**config.mk**
```make
export PLATFORM = sky130hd
export DESIGN_NAME = last_beat_calc_bp_flat
export DESIGN_NICKNAME = d
export VERILOG_FILES = /design/src/rtl/last_beat_calc_bp_if.sv /design/src/rtl/last_beat_calc_bp.sv /design/src/flat_wrapper.sv
export SDC_FILE = /design/constraint.sdc
export NUM_CORES = 1
export LEC_CHECK = 0
export ABC_AREA = 1
export BUFFER_PORTS_ARGS = -buffer_cell sky130_fd_sc_hd__buf_2
export CORE_MARGIN = 2
export CORE_UTILIZATION = 45
export DETAILED_ROUTE_END_ITERATION = 6
export HOLD_SLACK_MARGIN = 0.15
export MAX_ROUTING_LAYER = met4
export PLACE_DENSITY_LB_ADDON = 0.3
export SLEW_MARGIN = 20
export SYNTH_ARGS = -nofsm -noshare
export SYNTH_HDL_FRONTEND = slang
export SYNTH_SLANG_ARGS = --single-unit
```
**constraint.sdc**
```tcl
create_clock -name clk -period 2.95 [get_ports clk]
set_clock_uncertainty 0.15 [all_clocks]
set_input_delay 0.7375 -clock clk [delete_from_list [all_inputs] [get_ports clk]]
set_output_delay 0.7375 -clock clk [all_outputs]
set_load 0.01 [all_outputs]
```
**src/rtl/last_beat_calc_bp_if.sv**
```systemverilog
// Beat-address tap, DMA-complete pulse and LAST-flag output handshake
// grouped for last_beat_calc_bp.
//   i_addr_data/i_addr_valid/i_addr_ready : beat address channel
//   i_dma_complete                        : one pulse per finished packet
//   o_prev_beat_last/_valid/_ready        : LAST flag for previous beat
interface last_beat_calc_bp_if #(
    parameter int unsigned ADDR_WIDTH = 12
) ();
    logic [ADDR_WIDTH-1:0] i_addr_data;
    logic                  i_addr_valid;
    logic                  i_addr_ready;
    logic                  i_dma_complete;
    logic                  o_prev_beat_last;
    logic                  o_prev_beat_last_valid;
    logic                  o_prev_beat_last_ready;

    // Driver side (address tap, PS and downstream FIFO)
    modport master (
        output i_addr_data, i_addr_valid, i_dma_complete, o_prev_beat_last_ready,
        input  i_addr_ready, o_prev_beat_last, o_prev_beat_last_valid
    );

    // Calculator side
    modport slave (
        input  i_addr_data, i_addr_valid, i_dma_complete, o_prev_beat_last_ready,
        output i_addr_ready, o_prev_beat_last, o_prev_beat_last_valid
    );
endinterface

```
**src/rtl/last_beat_calc_bp.sv**
```systemverilog
// Tags each accepted DMA beat's predecessor with a LAST flag.
// A beat whose masked address equals BASE_ADDR starts a new packet; a
// DMA-complete pulse ends the oldest outstanding packet.
// Ports:
//   clk, reset     : clock, asynchronous active-high reset
//   bus (slave)    : beat address channel, complete pulse, LAST output
//   o_outstanding  : packets started but not yet completed (registered)
//   o_err_spurious : sticky, a complete arrived with nothing to complete
module last_beat_calc_bp #(
    parameter int unsigned           ADDR_WIDTH = 12,
    parameter int unsigned           BUS_WIDTH  = 32,
    parameter logic [ADDR_WIDTH-1:0] BASE_ADDR  = '0,
    parameter logic [ADDR_WIDTH-1:0] ADDR_MASK  = '1,
    parameter int unsigned           CNT_W      = 2
) (
    input  logic                  clk,
    input  logic                  reset,
    last_beat_calc_bp_if.slave    bus,
    output logic [CNT_W:0]        o_outstanding,
    output logic                  o_err_spurious
);

    localparam int unsigned   CW      = CNT_W + 1;
    localparam logic [CW-1:0] MAX_OUT = CW'(2 ** CNT_W);

    // Bus width only documents the beat size; not used by the logic
    logic w_unused_bus_width;
    assign w_unused_bus_width = (BUS_WIDTH % 8) == 0;

    logic [CW-1:0] r_start_cnt;
    logic [CW-1:0] r_done_cnt;
    logic [CW-1:0] r_pend;
    logic [CW-1:0] r_outstanding;
    logic          r_valid;
    logic          r_last;
    logic          r_err;

    logic          w_slot_free;
    logic          w_addr_ready;
    logic          w_beat;
    logic          w_wrap;
    logic          w_arrive;
    logic          w_spurious;
    logic          w_proc;
    logic [CW-1:0] w_start_nxt;
    logic [CW-1:0] w_done_nxt;
    logic [CW-1:0] w_pend_nxt;
    logic          w_valid_nxt;
    logic          w_last_nxt;

    // Acceptance: output slot must be free and an outstanding slot available
    assign w_slot_free  = !r_valid || bus.o_prev_beat_last_ready;
    assign w_addr_ready = w_slot_free && (r_outstanding != MAX_OUT);
    assign w_beat       = bus.i_addr_valid && w_addr_ready;
    assign w_wrap       = ((bus.i_addr_data ^ BASE_ADDR) & ADDR_MASK) == '0;

    // A complete is only legal while some started packet lacks one
    assign w_arrive   = bus.i_dma_complete && (r_pend < r_outstanding);
    assign w_spurious = bus.i_dma_complete && !w_arrive;

    // Queued completes yield to beats; at most one output load per cycle
    assign w_proc = !w_beat && (r_pend != '0) && w_slot_free;

    // Next-state for counters and output register
    always_comb begin
        w_start_nxt = r_start_cnt;
        w_done_nxt  = r_done_cnt;
        w_valid_nxt = r_valid;
        w_last_nxt  = r_last;

        if (w_beat) begin
            // With nothing outstanding there is no predecessor to tag
            if (r_outstanding != '0) begin
                w_valid_nxt = 1'b1;
                w_last_nxt  = w_wrap;
            end else begin
                w_valid_nxt = 1'b0;
            end
            if (w_wrap) begin
                w_start_nxt = r_start_cnt + CW'(1);
            end
        end else if (w_proc) begin
            w_done_nxt = r_done_cnt + CW'(1);
            // Only the last open packet still needs its final beat tagged;
            // otherwise a later start already released that LAST
            if (r_outstanding == CW'(1)) begin
                w_valid_nxt = 1'b1;
                w_last_nxt  = 1'b1;
            end else begin
                w_valid_nxt = 1'b0;
            end
        end else if (bus.o_prev_beat_last_ready) begin
            w_valid_nxt = 1'b0;
        end

        w_pend_nxt = r_pend + CW'(w_arrive) - CW'(w_proc);
    end

    // State registers
    always_ff @(posedge clk or posedge reset) begin
        if (reset) begin
            r_start_cnt   <= '0;
            r_done_cnt    <= '0;
            r_pend        <= '0;
            r_outstanding <= '0;
            r_valid       <= 1'b0;
            r_last        <= 1'b0;
            r_err         <= 1'b0;
        end else begin
            r_start_cnt   <= w_start_nxt;
            r_done_cnt    <= w_done_nxt;
            r_pend        <= w_pend_nxt;
            r_outstanding <= w_start_nxt - w_done_nxt;
            r_valid       <= w_valid_nxt;
            r_last        <= w_last_nxt;
            r_err         <= r_err | w_spurious;
        end
    end

    assign bus.i_addr_ready           = w_addr_ready;
    assign bus.o_prev_beat_last       = r_last;
    assign bus.o_prev_beat_last_valid = r_valid;
    assign o_outstanding              = r_outstanding;
    assign o_err_spurious             = r_err;

endmodule

```
**src/flat_wrapper.sv**
```systemverilog
// flat-port wrapper written by rule: the top's interface ports become plain ports
module last_beat_calc_bp_flat 
#(
    parameter int unsigned           ADDR_WIDTH = 12,
    parameter int unsigned           BUS_WIDTH  = 32,
    parameter logic [ADDR_WIDTH-1:0] BASE_ADDR  = '0,
    parameter logic [ADDR_WIDTH-1:0] ADDR_MASK  = '1,
    parameter int unsigned           CNT_W      = 2
)
  (clk, reset, o_outstanding, o_err_spurious, bus_i_addr_data, bus_i_addr_valid, bus_i_dma_complete, bus_o_prev_beat_last_ready, bus_i_addr_ready, bus_o_prev_beat_last, bus_o_prev_beat_last_valid);
  last_beat_calc_bp_if #(.ADDR_WIDTH(ADDR_WIDTH)) bus_i ();
  input  logic clk;
  input  logic reset;
  output logic [CNT_W:0] o_outstanding;
  output logic o_err_spurious;
  input wire logic [$bits(bus_i.i_addr_data)-1:0] bus_i_addr_data;
  input wire logic [$bits(bus_i.i_addr_valid)-1:0] bus_i_addr_valid;
  input wire logic [$bits(bus_i.i_dma_complete)-1:0] bus_i_dma_complete;
  input wire logic [$bits(bus_i.o_prev_beat_last_ready)-1:0] bus_o_prev_beat_last_ready;
  output wire logic [$bits(bus_i.i_addr_ready)-1:0] bus_i_addr_ready;
  output wire logic [$bits(bus_i.o_prev_beat_last)-1:0] bus_o_prev_beat_last;
  output wire logic [$bits(bus_i.o_prev_beat_last_valid)-1:0] bus_o_prev_beat_last_valid;
  assign bus_i.i_addr_data = bus_i_addr_data;
  assign bus_i.i_addr_valid = bus_i_addr_valid;
  assign bus_i.i_dma_complete = bus_i_dma_complete;
  assign bus_i.o_prev_beat_last_ready = bus_o_prev_beat_last_ready;
  assign bus_i_addr_ready = bus_i.i_addr_ready;
  assign bus_o_prev_beat_last = bus_i.o_prev_beat_last;
  assign bus_o_prev_beat_last_valid = bus_i.o_prev_beat_last_valid;
  last_beat_calc_bp #(.ADDR_WIDTH(ADDR_WIDTH), .BUS_WIDTH(BUS_WIDTH), .BASE_ADDR(BASE_ADDR), .ADDR_MASK(ADDR_MASK), .CNT_W(CNT_W)) u_core (.clk(clk), .reset(reset), .bus(bus_i), .o_outstanding(o_outstanding), .o_err_spurious(o_err_spurious));
endmodule
```
; Word-level counts from Yosys, hierarchy flattened
; Index checks and enable logic that the tools add are counted.
[totals]
ff_bits = 15
in_bits = 17
word_cells = 47
[op_classes]
add_sub_neg = 5
order_cmp = 1
eq_ne = 3
n_mux = 13
n_bitwise = 1
reduce_logical = 17
[op_table]
columns = cell, count
row1 = $logic_not A12 Y1, 1
row2 = $mux W3, 4
row3 = $mux W1, 9
row4 = $reduce_bool A3 Y1, 3
row5 = $add A3 B1 Y3 const B, 2
row6 = $logic_and A1 B1 Y1, 6
row7 = $reduce_bool A2 Y1, 2
row8 = $add A3 B1 Y3, 1
row9 = $eq A3 B1 Y1 const B, 1
row10 = $logic_not A1 Y1, 3
row11 = $lt A3 B3 Y1, 1
row12 = $ne A3 B3 Y1 const B, 1
row13 = $reduce_and A3 Y1, 1
row14 = $sub A3 B1 Y3, 1
row15 = $sub A3 B3 Y3, 1
row16 = $ne A2 B2 Y1 const B, 1
row17 = $logic_or A1 B1 Y1, 1
row18 = $or A1 B1 Y1, 1

; Logic depth before layout (Yosys ltp)
[depth]
depth_word = 10
mapped_depth = 16
depth_no_buf = 16

; Worst setup path before layout
; No wires, ideal clock.
[synth_timing]
path_kind = input to register
startpoint = input bus_i_addr_data[7]
endpoint = register u_core.r_outstanding[2] (netlist: u_core.o_outstanding[2])
setup_time_ns = 0.116
arrival_time_ns = 2.215
setup_slack_ns = 0.468
stages = 16
path_buffers = 0
cell_sequence = nor2_1 nand2_1 nor2_1 nand2_1 nor2_2 xor2_1 inv_1 ha_1 inv_1 fa_1 inv_1 nand3_1 nand2_2 inv_1 nand2_1 nand2_1
[synth_via]
elab_chain_cells = 4
[synth_rtl]
columns = element, line_no
row1 = "start, declared", flat_wrapper.sv:16  ; input wire logic [$bits(bus_i.i_addr_data)-1:0] bus_i_addr_data;
row2 = $logic_not A12 Y1, last_beat_calc_bp.sv:55  ; assign w_wrap = ((bus.i_addr_data ^ BASE_ADDR) & ADDR_MASK) == '0;
row3 = $mux W3, last_beat_calc_bp.sv:79  ; if (w_wrap) begin
row4 = $mux W3, last_beat_calc_bp.sv:71  ; if (w_beat) begin
row5 = net u_core.w_start_nxt[0], last_beat_calc_bp.sv:45  ; logic [CW-1:0] w_start_nxt;
row6 = $sub A3 B3 Y3, last_beat_calc_bp.sv:113  ; r_outstanding <= w_start_nxt - w_done_nxt;
row7 = "end signal, assigned", last_beat_calc_bp.sv:113
row8 = "end, declared", last_beat_calc_bp.sv:33  ; logic [CW-1:0] r_outstanding;
; The timed path passes the listed nets, and every way through them passes these cells.
; A chain may end at the register's enable or synchronous reset.

; Final worst setup path
; Ends and elaborated chain as after synthesis.

==> flow_summary.toml <==
[pwr]
power.combinational.fraction_pct = 55.6
total_power_divided_by_cell_area_nw_per_um2 = 982
netSwitchingPower_w = 0.000478
power.clock.fraction_pct = 10.3
p_leak_nw = 0.623
internal_power_w = 0.000611
vdd.ir_drop.worst_uv = 611
sequentialPowerShare_pct = 34.1
p_sw_share_pct = 43.9

[worst_setup_path]
worst_ep_arrival_time_ns = 2.47
crit-reg2reg-launch = "u_core.r_pend[1]"
rr_worst_depth = 13
reg2reg_to = "u_core.o_outstanding[2]"
worstSetupStartpointType = "primary input"
path_class = "primary input to register"
timing.reg2reg.setup_slack_ns = 0.66
timing.critical_path.fanout_max = 4
worst_setup_path_end_kind = "register"
required_ns = 2.97

[synth]
netlist-cell-type-count = 26
register_bit_total_from_synthesis = 15
synth-compound-area-share_pct = 9.38
yosys_warnings = 0
synth-seq-area-share_pct = 40.2
synthDominantAreaCellType = "dfrtp_1"
synth_mux_area_share_pct = 0
synthXorXnorAreaFrac_pct = 5.63
synth-simple-area-share_pct = 20.8
dominant_combinational_cell_family_by_area_after_synthesis = "simple AND/OR/NAND/NOR gates"
synth_top_area_share_pct = 40.2
mappedNetlistArea_sq_um = 933
synthesis.area_per_instance_sq_um = 8.72
synth.net_count = 133
post_syn_instances = 107
netlist_top_cells_area = "dfrtp_1, ha_1, inv_1"
post_synth_fa_ha_maj_area_fraction_pct = 13.7

[hold_path]
hold_path_class = "register to register"
worst_hold_path.num_cells = 1
timing.hold.worst_endpoint = "u_core.o_err_spurious"
hold_path.startpoint = "u_core.o_err_spurious"

[clock_network]
htree_levels = 1
tritoncts_num_sinks = 15
clk_pin_slew_worst_paths_ns = 0.08
cts-buffers-inserted = 3
cts_max_path_buffers = 2
clk-insertion-delay-late_ns = 0.28
cts_setup_buffers = 0
cts_hold_buf = 0
tritoncts_clock_tree = "yes"
post_cts_resize_count = 0
cts_root_buf = "clkbuf_4"

[global_routing]
grt_pass1_vias = 686
grt_overflow_total = 0
grt_pass1_wl_mm = 2.84
pin_count_of_the_biggest_net_entering_global_routing = 16
grtUsageTotal_pct = 15.8
grt_antenna_before_repair = 0

[detailed_routing]
drtPass1Iterations = 4
antenna_left = 0
drcViolationCount = 0
via_count = 712
drt-total-wl_mm = 1.56
drt-wirelength-per-cell_um = 9.70
vias_per_cell = 4.42
initialDrtViolationCount = 6

[status]
result_of_the_run = "completed"

[die]
boundaryPins = 24
design.die.area_sq_um = 2450
floorplan.initialDensity_pct = 47.6
die_height_um = 49.5
fp-row-count = 16
fp.coreArea_sq_um = 1960
die_width_um = 49.5

[timing]
finalCritPeriodShare_pct = 82.8
maxSlewViolCount = 0
setup_viol = 0
fmaxAchievable_ghz = 0.410
grt_setup_unrepaired = "no"
final.setup.worst_slack_ns = 0.508
crit_path_time_final_ns = 2.44
final_hold_viol_count = 0
totalNegativeSetupSlack_ns = 0
max-slew-margin-rel_pct = 63.1
hold_slack_ns = 0.314
worst_slew_pin_tran_ns = 0.553

[flow_run]
maxCapViolations = 0

[layout]
area_delta_synth_final_pct = 18.8
finalNonFillerCells = 161
fillerInstances = 189
final_common_cell = "buf_2"
seq_area_sq_um = 375
nNetsFinal = 161
most-common-layout-cells = "buf_2, inv_1, nand2_1, dfrtp_1, nor2_1"
drive_gt1_share_pct = 30.6
antenna-diode-count = 0
utilization_pct = 56.5
multi_input_comb_area_sq_um = 462

[place]
dpl.hpwl_mm = 1.28
dp_worst_setup_slack_ns = 0.181
globalplace.congestion = 0.774
placedCellCount = 157
io_buffers = 23
power by group through the flow:
stage	clock network [W]	logic, W	registers (W)
floorplan	0	0.000462	0.000378
global route	0.000129	0.000717	0.000384
global placement	0	0.000588	0.000371
CTS	0.000118	0.000616	0.000371
detailed placement	0	0.000611	0.000375
finish	0.000112	0.000605	0.000371
synthesized netlist by cell type (all sizes together):
cell    number
a21boi       1
a21o         1
a21oi        4
a22oi        1
and2         1
dfrtp       15
fa           2
ha           7
inv         25
nand2       22
nand3        3
nor2        13
nor3         1
o211ai       1
o21ai        3
or2          1
xnor2        4
xor2         2
cells by family after synthesis:
logic type               count (synthesis)
AO/OA/AOI/OAI                           11
adder cells (fa/ha/maj)                  9
AND/OR/NAND/NOR                         41
flip-flops                              15
buffers and inverters                   25
XOR/XNOR                                 6
flip-flops by register name, summed over array words and instances (netlist names):
signal	flops
u_core.o_err_spurious	1
u_core.o_outstanding	3
u_core.r_start_cnt	3
u_core.bus.o_prev_beat_last_valid	1
u_core.bus.o_prev_beat_last	1
u_core.r_done_cnt	3
u_core.r_pend	3
worst max-delay path, cell delays in order:
cell	delay [ns]
buf_2	0.09
nor2_1	0.09
nand2_1	0.06
nor2_1	0.13
nand2_1	0.13
nor2_2	0.13
xor2_1	0.10
inv_1	0.07
ha_1	0.13
inv_1	0.05
fa_1	0.39
inv_1	0.07
nand3_1	0.08
nand2_2	0.08
inv_1	0.04
nand2_1	0.04
nand2_1	0.04
worst max-delay path by stage:
stage                       start                      end  slack (ns)  cells after the start
5_1_grt        bus_i_addr_data[1]  u_core.o_outstanding[2]        0.26                     17
3_3_place_gp   bus_i_addr_data[7]  u_core.o_outstanding[2]        0.24                     17
6_report       bus_i_addr_data[7]  u_core.o_outstanding[2]        0.51                     17
2_1_floorplan  bus_i_addr_data[7]  u_core.o_outstanding[2]        0.47                     16
3_5_place_dp   bus_i_addr_data[7]  u_core.o_outstanding[2]        0.18                     17
4_1_cts        bus_i_addr_data[7]  u_core.o_outstanding[2]        0.48                     17
layout make-up:
type	instances	share of cell area, %
well taps	27	3.05
inverters	25	8.69
clock buffers	4	2.37
flip-flops and latches	15	33.9
multi-input cells	67	41.6
repair buffers	23	10.4
layer usage:
| metal | share of wire (%) | routed length (um) | global-route usage (%) |
|---|---|---|---|
| met1 | 44 | 685 | 17.0 |
| met2 | 47 | 729 | 26.4 |
| met3 | 8.0 | 125 | 6.36 |
| met4 | 1.4 | 22 | 5.56 |
| met5 | 0 | 0 | - |
metrics by stage:
step           area, sq um  power, W
2_1_floorplan          933  0.000840
3_3_place_gp          1080  0.000959
3_5_place_dp          1080  0.000986
4_1_cts               1110   0.00111
5_1_grt               1110   0.00123
6_report              1110   0.00109
(Power assumes the default switching activity.)
